File: src/rtl/mem_io_responder.sv
// Bus target: 256x16 data RAM plus an I/O page (OUTP, INP, CNT, STAT).
// Define MEM_WPROT_EN to write-protect RAM words below WP_LIMIT.
module mem_io_responder #(
   parameter int          DATA_W   = 16,
   parameter int          RAM_AW   = 8,
   parameter logic [15:0] IO_BASE  = 16'hFF00,
   parameter int          WP_LIMIT = 16
) (
   input  logic              clk,
   input  logic              reset,
   input  logic [15:0]       address,
   input  logic [DATA_W-1:0] D_out,
   input  logic              mw_en,
   output logic [DATA_W-1:0] D_in,
   input  logic [DATA_W-1:0] in_port,
   output logic [DATA_W-1:0] out_port,
   output logic              bus_err
);

   localparam int DEPTH = 2**RAM_AW;

   logic [DATA_W-1:0] mem [DEPTH];
   logic [DATA_W-1:0] cnt;
   logic [DATA_W-1:0] sync1;
   logic [DATA_W-1:0] sync2;
   logic              unm_err;
   logic              wp_err;

   logic [RAM_AW-1:0] ram_idx;
   logic sel_ram, sel_outp, sel_inp, sel_cnt, sel_stat, sel_unm;
   logic wr, wp_hit, ram_we;

   assign ram_idx  = address[RAM_AW-1:0];
   assign sel_ram  = (address[15:RAM_AW] == '0);
   assign sel_outp = (address == IO_BASE);
   assign sel_inp  = (address == IO_BASE + 16'd1);
   assign sel_cnt  = (address == IO_BASE + 16'd2);
   assign sel_stat = (address == IO_BASE + 16'd3);
   assign sel_unm  = ~(sel_ram | sel_outp | sel_inp
                       | sel_cnt | sel_stat);

   // reset suppresses every write, including RAM
   assign wr = mw_en & ~reset;

`ifdef MEM_WPROT_EN
   assign wp_hit = sel_ram && (int'(ram_idx) < WP_LIMIT);
`else
   assign wp_hit = 1'b0;
`endif

   assign ram_we = wr & sel_ram & ~wp_hit;

   always_ff @(posedge clk) begin
      if (ram_we)
         mem[ram_idx] <= D_out;
   end

   always_ff @(posedge clk) begin
      if (reset) begin
         out_port <= '0;
         cnt      <= '0;
         sync1    <= '0;
         sync2    <= '0;
         unm_err  <= 1'b0;
      end else begin
         sync1 <= in_port;
         sync2 <= sync1;
         if (wr & sel_cnt)
            cnt <= D_out;
         else
            cnt <= cnt + 1'b1;
         if (wr & sel_outp)
            out_port <= D_out;
         if (wr & sel_stat & D_out[0])
            unm_err <= 1'b0;
         else if (wr & sel_unm)
            unm_err <= 1'b1;
      end
   end

`ifdef MEM_WPROT_EN
   always_ff @(posedge clk) begin
      if (reset)
         wp_err <= 1'b0;
      else if (wr & sel_stat & D_out[1])
         wp_err <= 1'b0;
      else if (wr & sel_ram & wp_hit)
         wp_err <= 1'b1;
   end
`else
   assign wp_err = 1'b0;
`endif

   assign bus_err = unm_err | wp_err;

   always_comb begin
      D_in = '0;
      unique case (1'b1)
         sel_ram:  D_in = mem[ram_idx];
         sel_outp: D_in = out_port;
         sel_inp:  D_in = sync2;
         sel_cnt:  D_in = cnt;
         sel_stat: D_in = {{(DATA_W-2){1'b0}}, wp_err, unm_err};
         default:  D_in = '0;
      endcase
   end

endmodule

File: config.mk
export PLATFORM = sky130hd
export DESIGN_NAME = mem_io_responder
export DESIGN_NICKNAME = d
export VERILOG_FILES = /design/src/rtl/mem_io_responder.sv
export SDC_FILE = /design/constraint.sdc
export NUM_CORES = 2
export LEC_CHECK = 0
export BUFFER_PORTS_ARGS = -buffer_cell sky130_fd_sc_hd__clkbuf_2
export CAP_MARGIN = 20
export CORE_UTILIZATION = 60
export DETAILED_ROUTE_END_ITERATION = 10
export GPL_ROUTABILITY_DRIVEN = 0
export PLACE_DENSITY_LB_ADDON = 0.3
export SYNTH_ARGS = -nofsm -noshare
export SYNTH_HDL_FRONTEND = slang
export SYNTH_SLANG_ARGS = --single-unit
export TNS_END_PERCENT = 20
File: constraint.sdc
create_clock -name clk -period 3.65 [get_ports clk]
set_input_delay 0.365 -clock clk [delete_from_list [all_inputs] [get_ports clk]]
set_output_delay 0.365 -clock clk [all_outputs]
set_load 0.02 [all_outputs]
; After elaboration in Yosys (flattened, before gate mapping)
; Memories as Yosys holds them, arrays and structs flattened.
; Cells that the tools add are included.
[totals]
ff_bits = 65
mem_bits_rw = 4096
elab_cells = 30
memories = 1
[mem_list]
columns = name, depth, word_bits, rd, rd_ports_with_merged_regs, write_ports, line_no
row1 = mem, 256, 16, 1, 0, 1, 22  ; logic [DATA_W-1:0] mem [DEPTH];
[op_classes]
add_sub_neg = 1
n_eq_ne = 4
n_mux = 4
bitwise_logic = 13
reduce_logical = 2
[ops]
columns = cell, n
row1 = case mux 16 bit (5 select lines), 1
row2 = equality test 16 bit (second input constant), 4
row3 = adder 16 x 1 -> 16 bit (second input constant), 1
row4 = two-way mux 16 bit, 1
row5 = logical NOT 8 bit, 1
row6 = AND 1 bit, 7
row7 = OR 1 bit, 4
row8 = two-way mux 1 bit, 2
row9 = inverter 1 bit, 2
row10 = OR reduction 2 bit, 1

; Logic depth before layout (Yosys ltp)
[depth]
depth_word = 7
depth_mapped = 12
mapped_depth_nobuf = 8

; Worst setup path after synthesis
; No wires, ideal clock.
[synth_timing]
path_type = input to register
start = input address[2]
end = memory mem[183][0], enable pin
setup_time_ns = 0.388
t_arrival_ns = 2.611
path_slack_ns = 0.651
stages = 9
cell_sequence = buf_2 > buf_4 > buf_2 > nand2b_1 > clkbuf_1 > nor2_1 > nand2_1 > clkbuf_1 > nor2_1
[synth_rtl]
columns = item, line_no
row1 = start: declaration, 11  ; input logic [15:0] address,
row2 = end: declaration, 22
; No word-level cell before the write port.

; Worst setup path in the final report
[layout_timing]
start = memory mem[122][1]
end = output D_in[1]
[layout_between]
elab_chain_cells = 2
[layout_lines]
columns = item, line_no
row1 = memory (256 x 16 bit), --
row2 = case mux 16 bit (5 select lines), 98  ; unique case (1'b1)
row3 = end: declaration, 14  ; output logic [DATA_W-1:0] D_in,
; No other way between the ends.

==> out/summary.txt <==
Final nets - 8881
Max-slew violation count - 0
Buf+Inv Stages, Crit Path - 3
Count leader, synth - edfxtp_1
Number of global-route vias before repair - 86200
Post-synth cell types - 63
Setup WS post-layout - -0.720 ns
Initial Utilization - 60.4%
Hold WS - -0.0185 ns
Area leader, netlist - edfxtp_1
CTS buffer count - 404
Gr ovfl total - 0
Final non-filler cell total - 12700
First drt pass iteration count - 8
DRT iter0 DRCs - 13200
CP Capture Type - primary output
RSZ-0062 raised after global routing - true
Number of enable flip-flop cells after synthesis - 4096
Core area - 0.265 mm^2
First-pass GRT wire length - 617 mm
DRC Markers - 0
Synthesized cell area - 0.160 mm^2
Power Density - 529 mW/mm^2
Detailed placement HPWL - 265 mm
Die width - 519 um
Slew @ Worst Pin - 1.15 ns
Die Y - 519 um
H-tree levels - 5
Setup Viol. Count Final - 16
Avg WL per Cell - 34.2 um
Top FF cell, synth - edfxtp_1
CP max-delay cell - o41ai_4
Placed cell count - 11900
Vias post-DR - 86600
MaxCap Viol Count - 0
Fin crit share - 120%
CP Max Fanout - 1
IO Count - 84
CTS Root Buffer Type - clkbuf_16
Top cell type's share of synthesized area - 76.8%
Final Hold Fails - 5
Asr flop ratio synth - 0%
Post-synth net total - 7842
Buffers added on ports - 83
Syn Inst Count - 7790
Commonest cells in the netlist - edfxtp_1, mux4_2, mux2i_1, nor2_1, clkbuf_1
Fmax - 0.229 GHz
Worst EP arrival - 4.00 ns
Full die area - 0.269 mm^2
Yosys warns - 0
Crit Path Class - reg -> out
Crit start category - register
All-Layer GR Usage - 32.3%
Sequential area share after synthesis - 77.6%
Dominant cells by area after synthesis - edfxtp_1, mux4_2, mux2i_1
Max-slew headroom - 23.4%
Lkg Pwr - 61.3 nW
Peak supply drop - 0.000476 V
Max incr delay on CP - 0.84 ns
CP Cell Sequence - mux4_2 -> nand3_2 -> nand2_2 -> nor4b_4 -> buf_4 -> o2111ai_4 -> o41ai_4 -> buf_4 -> o211ai_1 -> buf_4
Status - finished with violations
Critical path's top delay family - compound AO/OA/AOI/OAI gates
Clk_skew - 0.00347 ns
Worst min-delay path class - in -> reg
Clock slew seen by the registers of the worst setup and hold paths - 0.06 ns
Minimum clock period - 4.37 ns
R2R Setup Slk - 1.60 ns
Share of cells above drive strength 1 - 28.1%
Vias per cell - 6.82
DRT antenna net count - 0
#FFs+latches synth - 4161
Setup TNS - -5.30 ns
Synth-to-Final Area Change - 16.6%
Mean Syn Cell Area - 20.6 um^2
Row cnt - 189
Maximum clock path buffer count - 4
Largest net degree at the start of global routing - 132
CTS tree - built
Initial antenna violation count - 16
Critical Path RT - 3.28 ns
Crit path top cell by count - buf_4
Skew-Pair Late Insertion Delay - 0.91 ns
Violated checks - hold timing, setup timing
Final wirelength - 434 mm
Clock sink total - 4161
-- layout by cell type, fill, tap and decap left out, types with 92 or more instances in the layout --
cell type	netlist	final
edfxtp_1	4096	4096
buf_4	62	831
mux4_2	727	727
mux2i_1	603	603
clkbuf_16	0	410
nor2_1	353	350
a22oi_1	181	178
buf_12	0	160
nand2_1	174	157
nand3_1	155	151
a221oi_1	116	109
o22ai_1	110	103
clkinv_1	0	92
-- area by class of cell --
| cell class | count | area, um^2 |
|---|---|---|
| inverters | 3 | 11.3 |
| flip-flops and latches | 4161 | 124000 |
| well taps | 3533 | 4420 |
| multi-input cells | 3148 | 34400 |
| clock inverters | 256 | 2490 |
| fillers | 15200 | 78500 |
| repair buffers | 1111 | 10600 |
| clock buffers | 483 | 10500 |
| diodes | 9 | 22.5 |
-- sequential cells by signal, indices dropped and copies added, names as in the netlist --
name	cells
mem	4096
cnt	16
out_port	16
sync1	16
sync2	16
bus_err	1
-- stage by stage --
step | utilization, % | power, mW | hold WS, ns | instance area, um^2 | setup slack (ns)
CTS | 70.3 | 98.9 | 0.00450 | 187000 | -0.490
floorplan | - | 55.7 | 0.414 | 160000 | 0.651
detailed placement | 65.0 | 58.3 | 0.430 | 172000 | -0.987
global route | 70.4 | 101 | 0.0228 | 187000 | -0.703
finish | 70.4 | 98.8 | -0.0185 | 187000 | -0.720
global placement | 65.0 | 58.2 | 0.421 | 172000 | -1.42
-- metal layers --
layer	GRT usage [%]	wire length, um	vias up	share of wire (%)
li1	-	-	34600	-
met1	44.1	151000	44600	35
met2	50.1	203000	6366	47
met3	6.81	53600	1065	12
met4	16.3	25800	10	5.9
met5	0	71	-	0.016
-- power breakdown --
group | switching, mW | internal (mW)
clock network | 17.7 | 23.6
logic | 3.19 | 1.92
registers | 0.0110 | 52.5
-- logic make-up after synthesis --
| family | share of synthesized area, % |
|---|---|
| buffers and inverters | 1.51 |
| adder cells (fa/ha/maj) | 0.00781 |
| flip-flops | 77.6 |
| AO/OA/AOI/OAI | 3.66 |
| multiplexers | 14.4 |
| XOR/XNOR | 0.0765 |
| AND/OR/NAND/NOR | 2.74 |
-- repair_timing --
action                     CTS  global route
hold buffers                29             0
gates cloned                 3             0
hold endpoints to repair   358             0
pin swaps                   18             6
setup endpoints to repair   16            16
gates resized for setup    135            32
setup buffers                7             0
-- worst register-to-register path: cells and delay by family (launching register included) --
family	cells	cell delay (ns)
flip-flops	1	0.45
XOR/XNOR	1	0.21
AND/OR/NAND/NOR	6	1.09
adder cells (fa/ha/maj)	1	0.23
-- worst paths after layout --
| kind | startpoint | to | depth (start not counted) |
|---|---|---|---|
| hold reg to reg | sync1[15] | sync2[15] | 1 |
| setup / recovery | mem[122][1] | D_in[1] | 10 |
| hold / removal | D_out[3] | mem[150][3] | 1 |
| setup reg to reg | cnt[0] | cnt[12] | 8 |
(Power assumes the default switching activity.)
